**src/rtl/cpu_pkg.sv**
```systemverilog
// Shared CPU definitions: fetch FSM states, reset defaults and control codes
// used by the fetch stage, next-PC logic and decode.
package cpu_pkg;

  typedef enum logic [1:0] {
    S_REQ  = 2'd0,
    S_WAIT = 2'd1,
    S_HOLD = 2'd2,
    S_ERR  = 2'd3
  } fetch_state_e;

  localparam logic [31:0] RESET_PC_DEFAULT       = 32'd0;
  localparam int unsigned TIMEOUT_CYCLES_DEFAULT = 16;

  localparam logic [10:0] BRANCH      = 11'd31;
  localparam logic [10:0] BRANCH_LINK = 11'd32;

  // Width of a counter that must reach n-1; never narrower than one bit.
  function automatic int unsigned cnt_width(input int unsigned n);
    return (n <= 2) ? 1 : $clog2(n);
  endfunction

endpackage

```
**src/rtl/pc_fetch_stage_if.sv**
```systemverilog
// Instruction-memory and decode-side signals of the fetch stage.
// Handshake rule for every channel: a transfer happens on a rising edge where
// valid and ready are both 1; valid never depends combinationally on ready.
interface pc_fetch_stage_if #(
    parameter int ADDR_W = 32
);
    logic              imem_req_valid;
    logic              imem_req_ready;
    logic [ADDR_W-1:0] imem_addr;
    logic              imem_rsp_valid;
    logic [31:0]       imem_rsp_data;
    logic              inst_valid;
    logic              inst_ready;
    logic [31:0]       inst_out;
    logic [31:0]       inst_pc;

    modport master (
        output imem_req_valid, imem_addr, inst_valid, inst_out, inst_pc,
        input  imem_req_ready, imem_rsp_valid, imem_rsp_data, inst_ready
    );

    modport slave (
        input  imem_req_valid, imem_addr, inst_valid, inst_out, inst_pc,
        output imem_req_ready, imem_rsp_valid, imem_rsp_data, inst_ready
    );
endinterface

```
**src/rtl/fetch_timeout_counter.sv**
```systemverilog
// Counts cycles spent waiting for an imem response; terminal_o flags the
// last permitted waiting cycle.
module fetch_timeout_counter
    import cpu_pkg::*;
#(
    parameter int unsigned LIMIT = TIMEOUT_CYCLES_DEFAULT
) (
    input  logic clk,
    input  logic reset,
    input  logic clear_i,
    input  logic enable_i,
    output logic terminal_o
);
    localparam int unsigned   CW   = cnt_width(LIMIT);
    localparam logic [CW-1:0] LAST = CW'(LIMIT - 1);

    logic [CW-1:0] count_q;
    logic [CW-1:0] count_d;

    assign terminal_o = (count_q == LAST);

    always_comb begin
        count_d = count_q;
        if (clear_i) begin
            count_d = '0;
        end else if (enable_i && !terminal_o) begin
            count_d = count_q + 1'b1;
        end
    end

    always_ff @(posedge clk) begin
        if (reset) begin
            count_q <= '0;
        end else begin
            count_q <= count_d;
        end
    end
endmodule

```
**src/rtl/pc_fetch_stage.sv**
```systemverilog
// Holds the architectural PC and performs one non-pipelined instruction fetch
// at a time, handing each instruction and its PC to decode.
module pc_fetch_stage
    import cpu_pkg::*;
#(
    parameter logic [31:0] RESET_PC       = RESET_PC_DEFAULT,
    parameter int          ADDR_W         = 32,
    parameter int unsigned TIMEOUT_CYCLES = TIMEOUT_CYCLES_DEFAULT
) (
    input  logic            clk,
    input  logic            reset,
    output logic [31:0]     program_counter,
    input  logic [31:0]     program_counter_next,
    input  logic            halt,
    output logic            fetch_error,
    output fetch_state_e    dbg_state_o,
    pc_fetch_stage_if.master bus
);
    fetch_state_e state_q, state_d;
    logic [31:0]  pc_q, pc_d;
    logic [31:0]  inst_q, inst_d;
    logic [31:0]  inst_pc_q, inst_pc_d;
    logic         req_valid;
    logic         inst_valid;
    logic         timeout_hit;

    fetch_timeout_counter #(
        .LIMIT(TIMEOUT_CYCLES)
    ) u_timeout (
        .clk        (clk),
        .reset      (reset),
        .clear_i    (state_q != S_WAIT),
        .enable_i   ((state_q == S_WAIT) && !bus.imem_rsp_valid),
        .terminal_o (timeout_hit)
    );

    always_comb begin
        state_d    = state_q;
        pc_d       = pc_q;
        inst_d     = inst_q;
        inst_pc_d  = inst_pc_q;
        req_valid  = 1'b0;
        inst_valid = 1'b0;
        case (state_q)
            S_REQ: begin
                req_valid = !halt;
                if (req_valid && bus.imem_req_ready) begin
                    state_d = S_WAIT;
                end
            end
            S_WAIT: begin
                // A response in the limit cycle still wins over the fault.
                if (bus.imem_rsp_valid) begin
                    inst_d    = bus.imem_rsp_data;
                    inst_pc_d = pc_q;
                    state_d   = S_HOLD;
                end else if (timeout_hit) begin
                    state_d = S_ERR;
                end
            end
            S_HOLD: begin
                inst_valid = 1'b1;
                if (bus.inst_ready) begin
                    pc_d    = program_counter_next;
                    state_d = S_REQ;
                end
            end
            S_ERR: begin
                state_d = S_ERR;
            end
            default: begin
                state_d = S_REQ;
            end
        endcase
        if (reset) begin
            req_valid  = 1'b0;
            inst_valid = 1'b0;
        end
    end

    always_ff @(posedge clk) begin
        if (reset) begin
            state_q   <= S_REQ;
            pc_q      <= RESET_PC;
            inst_q    <= '0;
            inst_pc_q <= '0;
        end else begin
            state_q   <= state_d;
            pc_q      <= pc_d;
            inst_q    <= inst_d;
            inst_pc_q <= inst_pc_d;
        end
    end

    assign program_counter    = pc_q;
    assign fetch_error        = (state_q == S_ERR);
    assign dbg_state_o        = state_q;
    assign bus.imem_req_valid = req_valid;
    assign bus.imem_addr      = pc_q[ADDR_W-1:0];
    assign bus.inst_valid     = inst_valid;
    assign bus.inst_out       = inst_q;
    assign bus.inst_pc        = inst_pc_q;
endmodule

```
**src/flat_wrapper.sv**
```systemverilog
// flat-port wrapper written by rule: the top's interface ports become plain ports
module pc_fetch_stage_flat import cpu_pkg::*;
#(
    parameter logic [31:0] RESET_PC       = RESET_PC_DEFAULT,
    parameter int          ADDR_W         = 32,
    parameter int unsigned TIMEOUT_CYCLES = TIMEOUT_CYCLES_DEFAULT
)
  (clk, reset, program_counter, program_counter_next, halt, fetch_error, dbg_state_o, bus_imem_req_valid, bus_imem_addr, bus_inst_valid, bus_inst_out, bus_inst_pc, bus_imem_req_ready, bus_imem_rsp_valid, bus_imem_rsp_data, bus_inst_ready);
  pc_fetch_stage_if #(.ADDR_W(ADDR_W)) bus_i ();
  input  logic clk;
  input  logic reset;
  output logic [31:0] program_counter;
  input  logic [31:0] program_counter_next;
  input  logic halt;
  output logic fetch_error;
  output fetch_state_e dbg_state_o;
  output wire logic [$bits(bus_i.imem_req_valid)-1:0] bus_imem_req_valid;
  output wire logic [$bits(bus_i.imem_addr)-1:0] bus_imem_addr;
  output wire logic [$bits(bus_i.inst_valid)-1:0] bus_inst_valid;
  output wire logic [$bits(bus_i.inst_out)-1:0] bus_inst_out;
  output wire logic [$bits(bus_i.inst_pc)-1:0] bus_inst_pc;
  input wire logic [$bits(bus_i.imem_req_ready)-1:0] bus_imem_req_ready;
  input wire logic [$bits(bus_i.imem_rsp_valid)-1:0] bus_imem_rsp_valid;
  input wire logic [$bits(bus_i.imem_rsp_data)-1:0] bus_imem_rsp_data;
  input wire logic [$bits(bus_i.inst_ready)-1:0] bus_inst_ready;
  assign bus_imem_req_valid = bus_i.imem_req_valid;
  assign bus_imem_addr = bus_i.imem_addr;
  assign bus_inst_valid = bus_i.inst_valid;
  assign bus_inst_out = bus_i.inst_out;
  assign bus_inst_pc = bus_i.inst_pc;
  assign bus_i.imem_req_ready = bus_imem_req_ready;
  assign bus_i.imem_rsp_valid = bus_imem_rsp_valid;
  assign bus_i.imem_rsp_data = bus_imem_rsp_data;
  assign bus_i.inst_ready = bus_inst_ready;
  pc_fetch_stage #(.RESET_PC(RESET_PC), .ADDR_W(ADDR_W), .TIMEOUT_CYCLES(TIMEOUT_CYCLES)) u_core (.clk(clk), .reset(reset), .program_counter(program_counter), .program_counter_next(program_counter_next), .halt(halt), .fetch_error(fetch_error), .dbg_state_o(dbg_state_o), .bus(bus_i));
endmodule
```
**config.mk**
```make
export PLATFORM = sky130hd
export DESIGN_NAME = pc_fetch_stage_flat
export DESIGN_NICKNAME = d
export VERILOG_FILES = /design/src/rtl/cpu_pkg.sv /design/src/rtl/pc_fetch_stage_if.sv /design/src/rtl/fetch_timeout_counter.sv /design/src/rtl/pc_fetch_stage.sv /design/src/flat_wrapper.sv
export SDC_FILE = /design/constraint.sdc
export NUM_CORES = 1
export LEC_CHECK = 0
export BUFFER_PORTS_ARGS = -buffer_cell sky130_fd_sc_hd__buf_2
export CAP_MARGIN = 25
export CELL_PAD_IN_SITES_DETAIL_PLACEMENT = 1
export CELL_PAD_IN_SITES_GLOBAL_PLACEMENT = 1
export CORE_MARGIN = 2
export CORE_UTILIZATION = 31
export CTS_CLUSTER_DIAMETER = 60
export DETAILED_ROUTE_END_ITERATION = 6
export GPL_TIMING_DRIVEN = 0
export PLACE_DENSITY_LB_ADDON = 0.1
export SYNTH_ARGS = -nofsm -noshare
export SYNTH_HDL_FRONTEND = slang
export SYNTH_HIERARCHICAL = 1
export SYNTH_SLANG_ARGS = --single-unit
```
**constraint.sdc**
```tcl
create_clock -name clk -period 2 [get_ports clk]
set_input_delay 0.3 -clock clk [delete_from_list [all_inputs] [get_ports clk]]
set_output_delay 0.3 -clock clk [all_outputs]
set_load 0.1 [all_outputs]
```
==> reports/results.ini <==
[timing]
worstMarginPinSlew_ns = 0.554
tns_ns = 0
finalWorstSetupSlack_ns = 0.187
slew-limit-headroom_pct = 63.1
setup_viol = 0
hold_viol_final = 0
timing.fmax_mhz = 552
min_period_over_period_pct = 90.6
min_period_ns = 1.81
grt_setup_unrepaired = no
finalMaxSlewViolations = 0
fin_skew_ns = 0.00619

[drt]
dr.pass1.iters = 4
vias_per_cell = 4.41
wl_per_cell_um = 13.9
ant_nets = 0
drc_errors = 0
drtIter0Drc = 149
vias = 3881
postRouteWirelength_mm = 12.2

[clock_network]
cts_root_buf = clkbuf_16
htree_levels = 3
ctsHoldBuffers = 0
cts_sinks = 102
tritoncts = built
clkTransAtPathRegs_ns = 0.07
clk_latency_ns = 0.34
clock_path_buffers = 2
cts_inserted_buffers = 9

[worst_setup_path]
critPathCaptureType = output port
critPathMaxFanout = 10
cp_data_required_time_ns = 1.70
path_class = reg2out
cp_cell_sequence = buf_2 > and2_2 > buf_2
cpMostUsedCell = buf_2
max_stage_delay_ns = 0.41
cp-start-kind = flip-flop
cp.arrival_ns = 1.51
cpMaxStageDelayCell = buf_2

[synthesis]
synth_top_family_by_area = simple AND/OR/NAND/NOR gates
synth_xor_area_share_pct = 0
ys_top_cells_by_count = nand2_1, dfxtp_1, a21oi_1, buf_4, buf_2
yosys.area.top_type = dfxtp_1
ys.flop_type = dfxtp_1
yosysMostFrequentCell = nand2_1
ys_types = 28
synthCells = 490
netlist_area_um2 = 3910
synth_compound_area_share_pct = 14.3
synthSimpleGateAreaFrac_pct = 21.7
synthMuxAreaShare_pct = 0
async_reset_ff_share_pct = 0
ys_ff_latch = 102
yosysSeqAreaShare_pct = 52.3
synth_top_area_share_pct = 52.3
synth.area.top_cells = dfxtp_1, nand2_1, a21oi_1
ys.warnings.count = 6
synth_fa_ha_area_share_pct = 0.320
synth.net_count = 561
synth_edf_count = 0
avgSynthCellArea_um2 = 7.97

[job]
cap_violations = 0

[placement]
io_buffers = 202
hpwlAfterDp_mm = 9.11
post-place-ws_ns = -0.0448
gp_congestion = 0.697

[global_route]
antenna_found_initial = 0
track_usage_pct = 17.6
grt_util_met3_pct = 2.85
grt_pass1_vias = 3745
grt_start_max_net_pins = 17
use_met1_pct = 21.1
top_usage_layer = met2
grt_pass1_wl_mm = 18.4
grt.met2_usage_pct = 31.7
gr-total-overflow = 0

[die]
die_w_um = 116
start_util_pct = 31.3
die_area_um2 = 13500
io_pins = 203
placementRows = 41
die_y_um = 116
core_area_um2 = 12500

[cells_and_area]
drive_gt1_share_pct = 40.0
antennaDiodeCount = 0
area_growth_pct = 39.9
finalNetCount = 774

[power_and_ir_drop]
p_int_uw = 3130
p_comb_share_pct = 14.4
switchingPower_uw = 1270
peakVddDrop_mv = 0.401
p_leak_uw = 0.00255
switching_share_pct = 28.9
clkPwrFrac_pct = 38.2
seqPwrFrac_pct = 47.4
power.density_nw_per_um2 = 804

[status]
status = complete, no violations

[hold_path]
hold_path.class = in2reg

## power groups by stage
stage | sequential [uW] | combinational, uW | clock (uW)
after detailed placement | 2130 | 637 | 0
final | 2080 | 633 | 1680
after floorplan | 2370 | 231 | 0
after global routing | 2090 | 670 | 1830
after CTS | 2080 | 640 | 1730
after global placement | 2130 | 630 | 0
## worst max-delay path, delay by kind of cell, from the launching register on
kind | cells | cell delay (ns)
flip-flops | 1 | 0.35
AND/OR/NAND/NOR | 1 | 0.17
buffers and inverters | 2 | 0.64
## cells in the final DEF (no fill, tap or decap), drive strengths merged, types with 2 or more instances in the layout
cell type | netlist | routed
o211ai | 2 | 2
nand3b | 2 | 2
a21oi | 99 | 99
nand3 | 2 | 2
and3b | 2 | 2
buf | 55 | 257
nor2 | 4 | 4
nand4b | 2 | 2
dfxtp | 102 | 102
inv | 3 | 4
clkbuf | 11 | 23
nand2 | 194 | 194
clkinvlp | 0 | 3
o21ai | 3 | 3
## metal layers
metal	vias to the layer above	wire [um]
li1	1973	-
met1	1792	5300
met2	105	6210
met3	11	557
met4	0	174
met5	-	0
## worst paths after layout
| kind | start | endpoint | slack (ns) | cells past startpoint |
|---|---|---|---|---|
| setup / recovery | u_core/dbg_state_o[0] | fetch_error | 0.19 | 3 |
| hold / removal | reset | u_core/u_timeout/count_q[3] | 0.18 | 2 |
| setup reg to reg | u_core/dbg_state_o[0] | u_core/u_timeout/count_q[3] | 0.35 | 6 |
| hold reg to reg | u_core/bus.inst_out[1] | u_core/bus.inst_out[1] | 0.45 | 2 |
## state kept, by name, indices dropped and copies added (netlist names)
name	flops
u_core/u_timeout/count_q	4
u_core/bus.inst_pc	32
u_core/bus.imem_addr	32
u_core/bus.inst_out	32
u_core/dbg_state_o	2
## cell type report
cell class / instances / area, um2
plain buffers: 66 / 443
clock buffers: 12 / 258
clock inverters: 4 / 28.8
fillers: 1618 / 7000
inverters: 3 / 11.3
multi-input cells: 319 / 1440
flip-flops and latches: 102 / 2050
well taps: 172 / 215
repair buffers: 202 / 1020
## metrics by stage
stage               instance area (um2)  power (uW)  hold WS [ns]  std cells  utilization (%)
detailed placement                 5170        2770         0.443        864             41.5
finish                             5470        4400         0.180        880             43.8
floorplan                          3950        2600         0.398        490                -
CTS                                5460        4460         0.167        880             43.8
global placement                   5170        2760         0.440        864             41.5
global route                       5470        4580         0.187        880             43.8
## what timing repair did
action                     CTS  global route
pin swaps                    0             0
gates resized for setup      2             2
setup buffers                0             0
hold endpoints to repair     0             0
setup endpoints to repair    2             2
cloned                       0             0
## kinds of logic after synthesis
kind of cell	count (synthesis)
AOI/OAI and AO/OA	106
adders and majority gates	1
buffers and inverters	69
DFF	102
and+or+nand+nor	212
Power figures use the tool's default switching activity.
